==> config.mk <==
export PLATFORM = sky130hd
export DESIGN_NAME = traffic_phase_ctrl
export DESIGN_NICKNAME = d
export VERILOG_FILES = /design/src/rtl/tl_pkg.sv /design/src/rtl/tick_gen.sv /design/src/rtl/traffic_phase_ctrl.sv
export SDC_FILE = /design/constraint.sdc
export NUM_CORES = 1
export LEC_CHECK = 0
export ABC_AREA = 1
export CAP_MARGIN = 20
export CELL_PAD_IN_SITES_DETAIL_PLACEMENT = 0
export CELL_PAD_IN_SITES_GLOBAL_PLACEMENT = 1
export CORE_UTILIZATION = 35
export CTS_CLUSTER_DIAMETER = 40
export DETAILED_ROUTE_END_ITERATION = 16
export PLACE_DENSITY = 0.72
export REMOVE_ABC_BUFFERS = 1
export SYNTH_ARGS = -nofsm -noshare
export SYNTH_HDL_FRONTEND = slang
export SYNTH_HIERARCHICAL = 1
export SYNTH_SLANG_ARGS = --single-unit
==> constraint.sdc <==
create_clock -name clk -period 6.1 [get_ports clk]
set_clock_uncertainty 0.1 [all_clocks]
set_input_delay 1.525 -clock clk [delete_from_list [all_inputs] [get_ports clk]]
set_output_delay 1.525 -clock clk [all_outputs]
set_load 0.005 [all_outputs]
==> src/rtl/tl_pkg.sv <==
// Shared definitions for the intersection phase controller.
//   tl_state_e  : 3-bit phase encoding, also driven on the phase output
//   LAMP_*      : {R,Y,G} lamp patterns for one road
//   next_phase  : successor of a phase in the normal sequence
package tl_pkg;

    typedef enum logic [2:0] {
        AR_TO_NS = 3'd0,
        NS_G     = 3'd1,
        NS_Y     = 3'd2,
        AR_TO_EW = 3'd3,
        EW_G     = 3'd4,
        EW_Y     = 3'd5,
        FLASH    = 3'd6
    } tl_state_e;

    localparam logic [2:0] LAMP_R   = 3'b100;
    localparam logic [2:0] LAMP_Y   = 3'b010;
    localparam logic [2:0] LAMP_G   = 3'b001;
    localparam logic [2:0] LAMP_OFF = 3'b000;

    // FLASH is never left through this function; it always exits to AR_TO_NS.
    function automatic tl_state_e next_phase(input tl_state_e s);
        case (s)
            AR_TO_NS: next_phase = NS_G;
            NS_G:     next_phase = NS_Y;
            NS_Y:     next_phase = AR_TO_EW;
            AR_TO_EW: next_phase = EW_G;
            EW_G:     next_phase = EW_Y;
            default:  next_phase = AR_TO_NS;
        endcase
    endfunction

endpackage

==> src/rtl/tick_gen.sv <==
// Free-running prescaler producing a one-cycle tick every TICK_CYCLES clocks.
//   clk  : system clock
//   rst  : synchronous active-high reset, counter to 0
//   clr  : restart the count at 0 on the next edge (phase entry)
//   run  : advance the count
//   tick : high while the count sits at TICK_CYCLES-1
module tick_gen #(
    parameter int unsigned TICK_CYCLES = 50_000
) (
    input  logic clk,
    input  logic rst,
    input  logic clr,
    input  logic run,
    output logic tick
);

    // A one-cycle tick still needs a 1-bit counter to keep the vector legal.
    localparam int unsigned CW = (TICK_CYCLES > 1) ? $clog2(TICK_CYCLES) : 1;
    localparam logic [CW-1:0] LAST = CW'(TICK_CYCLES - 1);

    logic [CW-1:0] count_q, count_d;

    assign tick = run && (count_q == LAST);

    // clr wins over the wrap so a new phase always starts a full tick period.
    always_comb begin
        count_d = count_q;
        if (clr) begin
            count_d = '0;
        end else if (run) begin
            count_d = tick ? '0 : count_q + CW'(1);
        end
    end

    always_ff @(posedge clk) begin
        if (rst) begin
            count_q <= '0;
        end else begin
            count_q <= count_d;
        end
    end

endmodule

==> src/rtl/traffic_phase_ctrl.sv <==
// Two-road intersection phase sequencer with pedestrian shortening and a
// flashing-yellow fallback when disabled.
//   clk, rst    : clock and synchronous active-high reset
//   en          : 1 = normal sequencing, 0 = flashing yellow
//   ped_req     : pedestrian request, latched until the next yellow
//   ns_light    : north-south {R,Y,G}
//   ew_light    : east-west {R,Y,G}
//   phase       : current phase (tl_state_e encoding)
//   rem_ticks   : ticks remaining in the phase, minus one
//   phase_start : one-cycle pulse on the first cycle of every phase
module traffic_phase_ctrl
    import tl_pkg::*;
#(
    parameter int unsigned TICK_CYCLES = 50_000,
    parameter int unsigned GREEN_T     = 25_000,
    parameter int unsigned YELLOW_T    = 3_000,
    parameter int unsigned ALLRED_T    = 1_000,
    parameter int unsigned PED_GREEN   = 5_000,
    parameter int unsigned FLASH_T     = 500
) (
    input  logic        clk,
    input  logic        rst,
    input  logic        en,
    input  logic        ped_req,
    output logic [2:0]  ns_light,
    output logic [2:0]  ew_light,
    output logic [2:0]  phase,
    output logic [15:0] rem_ticks,
    output logic        phase_start
);

    localparam logic [15:0] PED_CAP = 16'(PED_GREEN - 1);

    tl_state_e   state_q, state_d;
    logic [15:0] rem_q, rem_d;
    logic        blink_q, blink_d;
    logic        ped_q, ped_d;
    logic [2:0]  ns_q, ns_d, ew_q, ew_d;
    logic        phase_start_q;
    logic        entry_d;
    logic        tick;
    logic        ped_eff;
    logic [15:0] rem_dec;

    // Countdown load value for a phase: its duration minus one.
    function automatic logic [15:0] phase_load(input tl_state_e s);
        case (s)
            NS_G, EW_G: phase_load = 16'(GREEN_T - 1);
            NS_Y, EW_Y: phase_load = 16'(YELLOW_T - 1);
            FLASH:      phase_load = 16'(FLASH_T - 1);
            default:    phase_load = 16'(ALLRED_T - 1);
        endcase
    endfunction

    tick_gen #(
        .TICK_CYCLES(TICK_CYCLES)
    ) u_tick_gen (
        .clk (clk),
        .rst (rst),
        .clr (entry_d),
        .run (1'b1),
        .tick(tick)
    );

    // A request arriving in the tick cycle itself still shortens the green.
    assign ped_eff = ped_q | ped_req;
    assign rem_dec = rem_q - 16'd1;

    // Phase sequencing. Disabling always wins over an expiring phase; in
    // FLASH the countdown paces the blink instead of advancing the phase.
    always_comb begin
        state_d = state_q;
        rem_d   = rem_q;
        blink_d = blink_q;
        ped_d   = ped_eff;
        entry_d = 1'b0;
        if (!en) begin
            if (state_q != FLASH) begin
                state_d = FLASH;
                rem_d   = phase_load(FLASH);
                blink_d = 1'b1;
                entry_d = 1'b1;
            end else if (tick) begin
                if (rem_q == 16'd0) begin
                    blink_d = ~blink_q;
                    rem_d   = phase_load(FLASH);
                end else begin
                    rem_d = rem_dec;
                end
            end
        end else if (state_q == FLASH) begin
            state_d = AR_TO_NS;
            rem_d   = phase_load(AR_TO_NS);
            entry_d = 1'b1;
        end else if (tick) begin
            if (rem_q == 16'd0) begin
                state_d = next_phase(state_q);
                rem_d   = phase_load(next_phase(state_q));
                entry_d = 1'b1;
                if (state_d == NS_Y || state_d == EW_Y) begin
                    ped_d = 1'b0;
                end
            end else begin
                rem_d = rem_dec;
                if ((state_q == NS_G || state_q == EW_G) && ped_eff && rem_dec > PED_CAP) begin
                    rem_d = PED_CAP;
                end
            end
        end
    end

    // Lamps are decoded from the next state so they change on the same edge
    // as the phase itself.
    always_comb begin
        ns_d = LAMP_R;
        ew_d = LAMP_R;
        case (state_d)
            NS_G: ns_d = LAMP_G;
            NS_Y: ns_d = LAMP_Y;
            EW_G: ew_d = LAMP_G;
            EW_Y: ew_d = LAMP_Y;
            FLASH: begin
                ns_d = blink_d ? LAMP_Y : LAMP_OFF;
                ew_d = blink_d ? LAMP_Y : LAMP_OFF;
            end
            default: ;
        endcase
    end

    always_ff @(posedge clk) begin
        if (rst) begin
            state_q       <= AR_TO_NS;
            rem_q         <= 16'(ALLRED_T - 1);
            blink_q       <= 1'b0;
            ped_q         <= 1'b0;
            ns_q          <= LAMP_R;
            ew_q          <= LAMP_R;
            phase_start_q <= 1'b0;
        end else begin
            state_q       <= state_d;
            rem_q         <= rem_d;
            blink_q       <= blink_d;
            ped_q         <= ped_d;
            ns_q          <= ns_d;
            ew_q          <= ew_d;
            phase_start_q <= entry_d;
        end
    end

    assign ns_light    = ns_q;
    assign ew_light    = ew_q;
    assign phase       = state_q;
    assign rem_ticks   = rem_q;
    assign phase_start = phase_start_q;

endmodule
==> results.toml, run 1 <==
[floorplanning]
row_count = 32
start_util = 0.369
core_sq_mm = 0.00789
dieArea_sq_mm = 0.00868
die_w_microns = 93.2
die_h_microns = 93.2
ios = 30

[cells_and_area]
stdcell_count = 595
n_antenna_cell = 0
layout_commonest_cell = "nand2_1"
fillers = 843
nNetsFinal = 499
most-common-layout-cells = "119 x nand2_1, 65 x nor2_1, 54 x inv_1"
drive_gt1_frac = 0.132
synthToLayoutAreaGrowth_pct = 17.6

[sta]
worst_pin_slew_ns = 0.697
max_freq_mhz = 294
period_share = 0.558
setup_tns_ns = 0
min_period_ns = 3.40
timing.slew.headroom = 0.531
hold_viol = 0
setup_viol = 0
rsz0062_at_grt = "no"
final-max-slew-violation-count = 0

[setup_path]
path_cells = "clkdlybuf4s50_1 -> inv_1 -> nand2_1 -> nand2_2 -> nor2_2 -> inv_2 -> o21ai_0 -> a21oi_1"
endpoint_kind = "register"
worstReg2RegStart = "u_tick_gen/count_q[0]$_SDFFE_PP0P_"
cp.depth = 8
path_class = "input port to register"
cp-start-kind = "input port"
crit_required_ns = 6.20
crit_path_start = "en"
rr_worst_depth = 10
cp_max_fo = 14
arrival_ns = 3.50
cpLargestDelayFamily = "buffers and inverters"
max_stage_delay_ns = 0.63
critPathBufInv = 3
crit_slowest_cell = "clkdlybuf4s50_1"

[detailed_routing]
drt_iter0_drc = 137
num_vias = 2834
wire_per_inst_microns = 13.0
wirelength_microns = 7710
ant_nets = 0
drt-vias-per-instance = 4.76
drt_first_pass_iters = 4
drc_errors = 0

[yosys]
yosysSeqAreaShare = 0.303
synth_cells = 455
synth_area_leaders = "dfxtp_1 30%, nand2_1 15%, nor2_1 8.4%, inv_1 7.0%, nand3_1 6.0%"
postSynthAreaPerCell_sq_um = 6.39
synth_area_sq_mm = 0.00291
yosysUniqueCellTypes = 38
yosysWarnings = 6
synth_area_leader_cell = "dfxtp_1"
yosys_most_used_dff = "dfxtp_1"
async_flop_share = 0
ys_ff_latch = 44
synth-edff-count = 0
yosysTopAreaCellShare = 0.303

[placement]
routabilityCongestion = 0.811
place_inst = 587
io_buffers = 29
hpwl_microns = 5970

[cts]
worstSkewPairLatency_ns = 0.31
hold_buffers = 0
cts-resized-gates = 0
cts.path.max_buffers = 2
tritoncts = "done"
clock-root-buffer = "clkbuf_8"
numClockSinks = 44
cts_setup_buffers = 0
cts-htree-levels = 2
cts_buffers = 5
clkTransAtPathRegs_ns = 0.10

[hold_path]
worstHoldPathCells = 2
min_from = "rem_ticks[1]$_SDFFE_PP1P_"
hp-class = "register to register"

[global_route]
grt_first_pass_wirelength_microns = 12700
globalRouteOverflowTotal = 0
grt_usage = 0.187
grt_pass1_vias = 2627
grt_antenna_before_repair = 0
grt_max_degree = 19

[power]
leakage_nw = 1.53
ir_worst_vdd_uv = 76.9
p_per_area_mw_per_mm2 = 169

[flow_run]
drv_cap = 0

[outcome]
outcome = "finished, final reports clean"
cell families (layout without fill, tap and decap cells):
logic type / Yosys count / in the layout / synth area share
and+or+nand+nor: 280 / 280 / 0.461
DFF: 44 / 44 / 0.303
AOI/OAI and AO/OA: 52 / 52 / 0.107
adders and majority gates: 3 / 3 / 0.0129
buffers and inverters: 67 / 100 / 0.0908
xor gates and xnor gates: 8 / 8 / 0.0241
other: 1 / 6 / 0.00129
synth_stat cells, types with 2 or more instances:
cell type  number
a21oi_1        17
a21oi_2         4
clkbuf_1        3
dfxtp_1        44
ha_1            3
inv_1          54
inv_2           7
nand2_1       119
nand2_2         8
nand2_4         3
nand3_1        35
nand3_2         2
nand3b_1        2
nand4_1         6
nor2_1         65
nor2_2         14
nor2_4          6
nor2_8          2
nor3_1         11
o211ai_1        2
o21ai_0        17
o21ai_1         6
o21ai_2         4
xnor2_1         4
xor2_1          4
routing by layer:
| layer | vias up | share of wire | global-route usage |
|---|---|---|---|
| li1 | 1504 | - | - |
| met1 | 1286 | 0.47 | 0.231 |
| met2 | 38 | 0.50 | 0.341 |
| met3 | 6 | 0.024 | 0.0317 |
| met4 | 0 | 0.0034 | 0.0372 |
| met5 | - | 0 | 0 |
power by group:
part	internal [mW]	total [mW]	switching (mW)
Combinational	0.0288	0.0734	0.0446
Clock	0.0919	0.202	0.110
Sequential	0.295	0.303	0.00824
per-stage QoR:
stage	total power [mW]	setup WS, ns	area (sq um)	util	hold WS [ns]
final	0.578	2.70	3420	0.433	0.408
after floorplan	0.352	3.49	2900	-	0.382
after global placement	0.383	2.39	3320	0.421	0.388
after global routing	0.607	2.43	3420	0.433	0.437
after detailed placement	0.384	2.36	3320	0.421	0.395
after CTS	0.587	2.67	3420	0.433	0.418
cell type report:
| class | count | area (sq um) | share of cell area |
|---|---|---|---|
| multi-input combinational | 349 | 1780 | 0.521 |
| sequential | 44 | 881 | 0.258 |
| timing repair buffer | 30 | 298 | 0.0871 |
| inverter | 62 | 233 | 0.0681 |
| tap | 102 | 128 | 0.0373 |
| clock buffer | 6 | 82.6 | 0.0242 |
| clock inverter | 2 | 15.0 | 0.00439 |
registers in the layout, summed over array words and instances, names as in the netlist:
signal              cells
blink_q                 1
ew_light                3
ns_light                3
ped_q                   1
phase                   3
phase_start             1
rem_ticks              16
u_tick_gen/count_q     16
final timing paths:
| check | end | slack, ns |
|---|---|---|
| worst max-delay path | rem_ticks[4]$_SDFFE_PP0P_ | 2.70 |
| worst min-delay path | rem_ticks[1]$_SDFFE_PP1P_ | 0.41 |
| worst max register to register | rem_ticks[8]$_SDFFE_PP1P_ | 3.22 |
| worst min register to register | rem_ticks[1]$_SDFFE_PP1P_ | 0.41 |
worst reg2reg max path, stage by stage, from the launching register on:
cell and delay (ns):
dfxtp_1 0.38, ha_1 0.20, nand2_1 0.11, inv_1 0.07
nand4_1 0.08, nor4_1 0.54, inv_1 0.31, nor3_2 0.66
nand4_1 0.16, o21ai_1 0.10, nand2_1 0.06
(Power assumes the default switching activity.)
==> run 2, diff against run 1 <==
--- a/config.mk
+++ b/config.mk
@@ -12,7 +12,7 @@
 export CORE_UTILIZATION = 35
 export CTS_CLUSTER_DIAMETER = 40
 export DETAILED_ROUTE_END_ITERATION = 16
-export PLACE_DENSITY = 0.72
+export PLACE_DENSITY = 0.75
 export REMOVE_ABC_BUFFERS = 1
 export SYNTH_ARGS = -nofsm -noshare
 export SYNTH_HDL_FRONTEND = slang
==> constraint.sdc (replaced) <==
create_clock -name clk -period 2.85 [get_ports clk]
set_clock_uncertainty 0.1 [all_clocks]
set_input_delay 0.7125 -clock clk [delete_from_list [all_inputs] [get_ports clk]]
set_output_delay 0.7125 -clock clk [all_outputs]
set_load 0.005 [all_outputs]
==> run 2 against run 1 <==
Design area rose by 2.0%. Register-to-register slack lost 2.9 ns. Clock-buffer cell count unchanged. Critical endpoint is now ns_light[2]$_SDFF_PP1_. Highest routed layer unchanged.
==> results.toml, run 2 (synthesis results as in run 1) <==
[detailed_routing]
ant_nets = 0
drt-vias-per-instance = 4.74
drc_errors = 0
drt_first_pass_iters = 5
num_vias = 2851
drt_iter0_drc = 243
wire_per_inst_microns = 12.7
wirelength_microns = 7630

[sta]
period_share = 0.899
hold_viol = 0
setup_tns_ns = 0
min_period_ns = 2.56
max_freq_mhz = 390
setup_viol = 0
final-max-slew-violation-count = 0
holdWs_ns = 0.421
rsz0062_at_grt = "no"

[global_route]
grt_first_pass_wirelength_microns = 13300
grt_antenna_before_repair = 0
grt_pass1_vias = 2807
globalRouteOverflowTotal = 0
grt_usage = 0.195
grt_max_degree = 16

[floorplanning]
start_util = 0.369
die_w_microns = 93.2
dieArea_sq_mm = 0.00868
row_count = 32
core_sq_mm = 0.00789
die_h_microns = 93.2
ios = 30

[power]
leakage_nw = 1.57
p_per_area_mw_per_mm2 = 382
ir_worst_vdd_uv = 155

[setup_path]
worstReg2RegStart = "u_tick_gen/count_q[0]$_SDFFE_PP0P_"
rr_worst_depth = 17
reg2reg_slack_ns = 0.29
endpoint_kind = "register"
path_class = "register to register"
r2r-end = "ns_light[2]$_SDFF_PP1_"
cp_max_fo = 5
cp-start-kind = "register"
crit_path_start = "u_tick_gen/count_q[0]$_SDFFE_PP0P_"
crit_required_ns = 2.95
arrival_ns = 2.66

[cts]
worstSkewPairLatency_ns = 0.31
cts.path.max_buffers = 2
clock-root-buffer = "clkbuf_8"
tritoncts = "done"
cts_setup_buffers = 0
hold_buffers = 0
cts-resized-gates = 0
cts-htree-levels = 2
clkTransAtPathRegs_ns = 0.09
cts_buffers = 5
numClockSinks = 44

[cells_and_area]
synthToLayoutAreaGrowth_pct = 19.9
layout_commonest_cell = "nand2_1"
drive_gt1_frac = 0.142
nNetsFinal = 505
most-common-layout-cells = "119 x nand2_1, 65 x nor2_1, 54 x inv_1"
n_antenna_cell = 0

[hold_path]
hp-class = "register to register"
worstHoldPathCells = 2
min_from = "rem_ticks[1]$_SDFFE_PP1P_"
min_to = "rem_ticks[1]$_SDFFE_PP1P_"

[flow_run]
drv_cap = 0

[outcome]
outcome = "finished, final reports clean"

[placement]
io_buffers = 29
routabilityCongestion = 0.815
hpwl_microns = 6010
run 2: changes by cell type in the layout (fill, tap and decap cells not counted), sizes merged:
cell,previous run,this run
buf,1,7
bufinv,0,1
clkinv,1,2
clkinvlp,2,0
run 2: metrics by stage:
step | instances | cell area (sq um) | power (mW) | worst slack (ns) | util
after floorplan | 455 | 2900 | 0.754 | 0.461 | -
after global placement | 593 | 3370 | 0.827 | 0.311 | 0.427
after detailed placement | 593 | 3370 | 0.827 | 0.275 | 0.427
after CTS | 601 | 3490 | 1.36 | 0.255 | 0.442
after global routing | 601 | 3490 | 1.40 | 0.0590 | 0.442
final | 601 | 3490 | 1.33 | 0.289 | 0.442
run 2: worst max path at each step:
stage	depth (start not counted)	slack, ns	to
after floorplan	16	0.46	ns_light[2]$_SDFF_PP1_
after global placement	17	0.31	ns_light[2]$_SDFF_PP1_
after detailed placement	9	0.27	u_tick_gen/count_q[0]$_SDFFE_PP0P_
after CTS	17	0.26	ns_light[2]$_SDFF_PP1_
after global routing	17	0.06	ns_light[2]$_SDFF_PP1_
final	17	0.29	ns_light[2]$_SDFF_PP1_
run 2: area by class of cell:
type	count	area [sq um]
Tap cell	102	128
Inverter	62	233
Clock buffer	6	82.6
Clock inverter	2	38.8
Multi-Input combinational cell	349	1780
Fill cell	884	4400
Sequential cell	44	881
Timing Repair Buffer	36	343
run 2: critical path: stages, from the launching register on:
cell and delay, ns:
dfxtp_1 0.38, ha_1 0.21, nand2_1 0.13, inv_1 0.07
nand4_1 0.09, nor4_1 0.24, buf_4 0.19, inv_1 0.13
nor2_8 0.16, inv_2 0.06, nor2_4 0.11, a22oi_2 0.06
o21ai_2 0.08, nand2_2 0.08, nor2_2 0.10, nand2_1 0.08
a21oi_1 0.14, inv_1 0.05
run 2: per-layer routing:
layer / part of all wire / vias to the layer above / track usage
met5: 0 / - / 0
met4: 0.016 / 0 / 0.0641
met3: 0.022 / 11 / 0.0268
met2: 0.49 / 37 / 0.346
met1: 0.48 / 1285 / 0.240
li1: - / 1518 / -
run 2: report_power, final:
part	switching [mW]	total [mW]	internal, mW	leakage [nW]
logic	0.0960	0.162	0.0658	1.15
registers	0.0177	0.649	0.632	0.359
clock network	0.233	0.520	0.287	0.0614
total	0.347	1.33	0.984	1.57
==> run 3, diff against run 2 <==
==> constraint.sdc (replaced) <==
create_clock -name clk -period 2.1 [get_ports clk]
set_clock_uncertainty 0.1 [all_clocks]
set_input_delay 0.525 -clock clk [delete_from_list [all_inputs] [get_ports clk]]
set_output_delay 0.525 -clock clk [all_outputs]
set_load 0.005 [all_outputs]
==> run 3 against run 2 <==
The run now ends with negative setup slack left. Critical path depth fell by 2. Clock-buffer cell count unchanged. Sequential share of layout area shrank 5.7 points. Non-clock buffer count rose by 101. Setup slack lost 0.39 ns. Design area is 31% higher. First-iteration DRC count down 40%. Wire length grew 15%. Global-route usage increased by 1.7 points. Combinational power up 100%. Largest cell class unchanged.
==> results.toml, run 3 (synthesis results as in run 1) <==
[hold_path]
min_from = "rem_ticks[12]$_SDFFE_PP0P_"
hp-class = "register to register"

[cts]
clkTransAtPathRegs_ns = 0.09
cts.path.max_buffers = 2
cts-htree-levels = 2
numClockSinks = 44
worstSkewPairLatency_ns = 0.31
tritoncts = "done"
clock-root-buffer = "clkbuf_8"
cts_buffers = 5
hold_buffers = 0

[global_route]
met3_usage = 0.0439
grt_antenna_before_repair = 0
globalRouteOverflowTotal = 0
grt_usage = 0.212
grt_max_degree = 16
busiest_layer = "met2"
use_met2 = 0.379
grt_first_pass_wirelength_microns = 14600
grt_use_met1 = 0.251
grt_pass1_vias = 3179

[cells_and_area]
most-common-layout-cells = "103 x nand2_1, 99 x buf_4, 54 x nor2_1"
multi_input_area_sq_mm = 0.00203
synthToLayoutAreaGrowth_pct = 57.2
layout_commonest_cell = "nand2_1"
utilization = 0.580
drive_gt1_frac = 0.398
nNetsFinal = 607
regArea_sq_um = 895
n_antenna_cell = 0
stdcell_count = 703
fillers = 769

[sta]
hold_viol = 0
max_freq_mhz = 453
final-max-slew-violation-count = 0
period_share = 1.05
layout_setup_ws_ns = -0.106
min_period_ns = 2.21
setup_viol = 7
rsz0062_at_grt = "yes"

[floorplanning]
row_count = 32
die_w_microns = 93.2
core_sq_mm = 0.00789
dieArea_sq_mm = 0.00868
die_h_microns = 93.2
start_util = 0.369
ios = 30

[detailed_routing]
drc_errors = 0
ant_nets = 0
drt-vias-per-instance = 4.73
wirelength_microns = 8790
num_vias = 3327
drt_iter0_drc = 145
drt_first_pass_iters = 4
wire_per_inst_microns = 12.5

[setup_path]
cp-start-kind = "register"
path_class = "register to register"
worstReg2RegStart = "rem_ticks[2]$_SDFFE_PP1P_"
crit_required_ns = 2.21
crit_slowest_cell = "dfxtp_4"
cpLargestDelayFamily = "simple AND/OR/NAND/NOR gates"
crit_path_start = "rem_ticks[2]$_SDFFE_PP1P_"
cp_max_fo = 5
arrival_ns = 2.32
path_cells = "nor2_4 -> buf_4 -> inv_2 -> nor3_4 -> nand2_4 -> nor2_8 -> inv_2 -> nor2_4 -> buf_6 -> o21ai_2 -> nand2_2 -> buf_6 -> nand2_2 -> a21oi_2 -> inv_1"
max_stage_delay_ns = 0.37
endpoint_kind = "register"
critPathBufInv = 6

[outcome]
outcome = "finished, violations left"
violations = "negative setup slack"

[placement]
routabilityCongestion = 0.865
io_buffers = 29
hpwl_microns = 6720
place_inst = 678

[flow_run]
drv_cap = 0

[power]
ir_worst_vdd_uv = 342
leakage_nw = 2.12
p_per_area_mw_per_mm2 = 421
## run 3: per-layer routing
layer  wire length, microns  part of all wire  vias to the layer above
met3                    243             0.028                       16
met5                      0                 0                        -
li1                       -                 -                     1723
met1                   3990              0.45                     1533
met2                   4340              0.49                       55
met4                    226             0.026                        0
## run 3: worst paths after layout
| path | end | depth (start not counted) | slack, ns |
|---|---|---|---|
| worst max-delay path | ns_light[2]$_SDFF_PP1_ | 15 | -0.11 |
| worst min-delay path | rem_ticks[12]$_SDFFE_PP0P_ | 2 | 0.41 |
| worst max register to register | ns_light[2]$_SDFF_PP1_ | 15 | -0.11 |
| worst min register to register | rem_ticks[12]$_SDFFE_PP0P_ | 2 | 0.41 |
## run 3: worst register-to-register path: stages (launching register included)
cell and delay (ns):
dfxtp_4 0.37, nor2_4 0.20, buf_4 0.15, inv_2 0.03
nor3_4 0.21, nand2_4 0.11, nor2_8 0.13, inv_2 0.05
nor2_4 0.12, buf_6 0.11, o21ai_2 0.06, nand2_2 0.11
buf_6 0.12, nand2_2 0.07, a21oi_2 0.14, inv_1 0.04
## run 3: final cells by class
| cell class | instances | share of cell area |
|---|---|---|
| multi-input cells | 350 | 0.444 |
| repair buffers | 137 | 0.252 |
| flip-flops and latches | 44 | 0.196 |
| inverters | 62 | 0.0536 |
| well taps | 102 | 0.0279 |
| clock buffers | 6 | 0.0181 |
| clock inverters | 2 | 0.00848 |
## run 3: where the power goes
group	leakage, nW	internal [mW]	total [mW]	switching (mW)
sequential	0.359	0.858	0.880	0.0225
clock	0.0614	0.390	0.715	0.326
combinational	1.69	0.159	0.331	0.172
total	2.12	1.41	1.93	0.520
## run 3: per-stage QoR
step | total power [mW] | setup slack (ns) | TNS [ns] | cell area, sq um | hold slack, ns
after floorplan | 1.02 | -0.289 | -2.37 | 2900 | 0.382
after global placement | 1.19 | -0.233 | -3.94 | 4030 | 0.419
after detailed placement | 1.19 | -0.235 | -4.47 | 4030 | 0.425
after CTS | 1.93 | -0.226 | -0.863 | 4300 | 0.436
after global routing | 2.02 | -0.244 | -4.10 | 4570 | 0.431
final | 1.93 | -0.106 | -0.171 | 4570 | 0.412
## run 3: repair_timing
action	CTS	global route
cloned	1	0
setup buffers	5	11
pin swaps	19	31
resized for setup	41	59
endpoints found under the setup margin	41	42
==> variant: new RTL, settings of run 2 <==
`TICK_CYCLES` is set to 50_000 in 2 places; all go to 12_500.
--- a/src/rtl/tick_gen.sv
+++ b/src/rtl/tick_gen.sv
@@ -7,3 +7,3 @@
 module tick_gen #(
-    parameter int unsigned TICK_CYCLES = 50_000
+    parameter int unsigned TICK_CYCLES = 12_500
 ) (
--- a/src/rtl/traffic_phase_ctrl.sv
+++ b/src/rtl/traffic_phase_ctrl.sv
@@ -13,3 +13,3 @@
 #(
-    parameter int unsigned TICK_CYCLES = 50_000,
+    parameter int unsigned TICK_CYCLES = 12_500,
     parameter int unsigned GREEN_T     = 25_000,
Function: same outputs for any inputs over 10 cycles, from zero or initial values and one cycle with rst high; that may be too few to reach the edited logic, so the function may still have changed.
==> variant against run 2 <==
  * Synthesized area fell by 1.1%
  * Clock power fell by 4.6%
  * Cell area decreased by 2.2%
  * Worst setup slack better by 0.15 ns
  * Wire length decreased by 2.8%
  * Sequential cell count fell by 2
  * Power shrank 3.4%
  * Sequential power down 4.3%
  * Critical path depth increased by 1
==> variant: results (changes against run 2) <==
* Synth top area cells: dfxtp_1, nand2_1, nor2_1
* M1 wire length at 3.533 mm (-2.6%)
* Vias in the first global route at 2,651 (-5.6%)
* Top Family by Delay on Critical Path: simple AND/OR/NAND/NOR gates
* Drt pass-1 iters at 4 (-1)
* Post-synth top cells: nand2_1, nor2_1, inv_1
* Met3 usage at 2.709% (+0.026 points)
* Final wirelength at 7.417 mm (-2.8%)
* Layout fillers at 871 (-1.5%)
* Post-DP Area at 0.003299 sq mm (-2.0%)
* Via/cell ratio at 4.762 (+0.39%)
* Final nets at 489 (-3.2%)
* Global placement routability congestion at 0.8376 (+2.7%)
* Status: finished, final reports clean
* Synth cell types at 40 (+5.3%)
* Post-Synth XOR/XNOR Area at 1.218% (-1.2 points)
* Fraction of layout cells with a size suffix above 1 at 16.77% (+2.5 points)
* Sequential fraction of the synthesis area at 29.24% (-1.0 points)
* Total GRT Usage at 18.43% (-1.0 points)
* Initial DRC Count at 87 (-64%)
* DP HPWL at 5.923 mm (-1.4%)
* Max stage delay on crit path at 0.34 ns (-0.04 ns)
* Adder-Cell Fraction of Synth Area at 1.305% (+0.015 points)
* Met3 WL at 154 um (-9.9%)
* Met2 wire length at 3.687 mm (-0.62%)
* Cell leakage power at 1.585 nW (+0.71%)
* First-pass GRT wire length at 12.50 mm (-5.9%)
* Met1 Use GR at 23.22% (-0.76 points)
==> variant: final timing paths <==
check / from / endpoint / slack, ns / depth (start not counted)
hold reg to reg: u_tick_gen/count_q[12]$_SDFFE_PP0P_ / u_tick_gen/count_q[12]$_SDFFE_PP0P_ / 0.41 / 2
setup / recovery: rem_ticks[0]$_SDFFE_PP1P_ / rem_ticks[11]$_SDFFE_PP0P_ / 0.44 / 18
setup reg to reg: rem_ticks[0]$_SDFFE_PP1P_ / rem_ticks[11]$_SDFFE_PP0P_ / 0.44 / 18
hold / removal: u_tick_gen/count_q[12]$_SDFFE_PP0P_ / u_tick_gen/count_q[12]$_SDFFE_PP0P_ / 0.41 / 2
==> variant: power breakdown <==
part / switching, W / internal, W / total [W]
Combinational: 0.000101 / 0.0000679 / 0.000169
Sequential: 0.0000178 / 0.000604 / 0.000621
Clock: 0.000233 / 0.000263 / 0.000496
Total: 0.000352 / 0.000934 / 0.00129
==> variant: cell families after synthesis <==
logic type,after synthesis
other,1
adder cells (fa/ha/maj),3
flip-flops,42
AO/OA/AOI/OAI,54
XOR/XNOR,4
AND/OR/NAND/NOR,272
buffers and inverters,70
==> variant: area by class of cell <==
cell class | instances | area (sq um) | share of cell area [%]
sequential | 42 | 840.8 | 24.64
tap | 102 | 127.6 | 3.740
inverter | 64 | 240.2 | 7.041
clock inverter | 3 | 43.79 | 1.283
multi-input combinational | 334 | 1755 | 51.45
timing repair buffer | 35 | 335.3 | 9.828
clock buffer | 5 | 68.82 | 2.017
==> variant: per-stage QoR <==
stage	std cells	total power, W	utilization, %	setup slack [ns]
after floorplan	440	0.0007320	-	0.6587
after global placement	577	0.0008035	42.04	0.3791
after detailed placement	577	0.0008043	42.04	0.3143
after global routing	585	0.001351	43.48	0.1748
after CTS	585	0.001306	43.48	0.4359
final	585	0.001286	43.48	0.4404
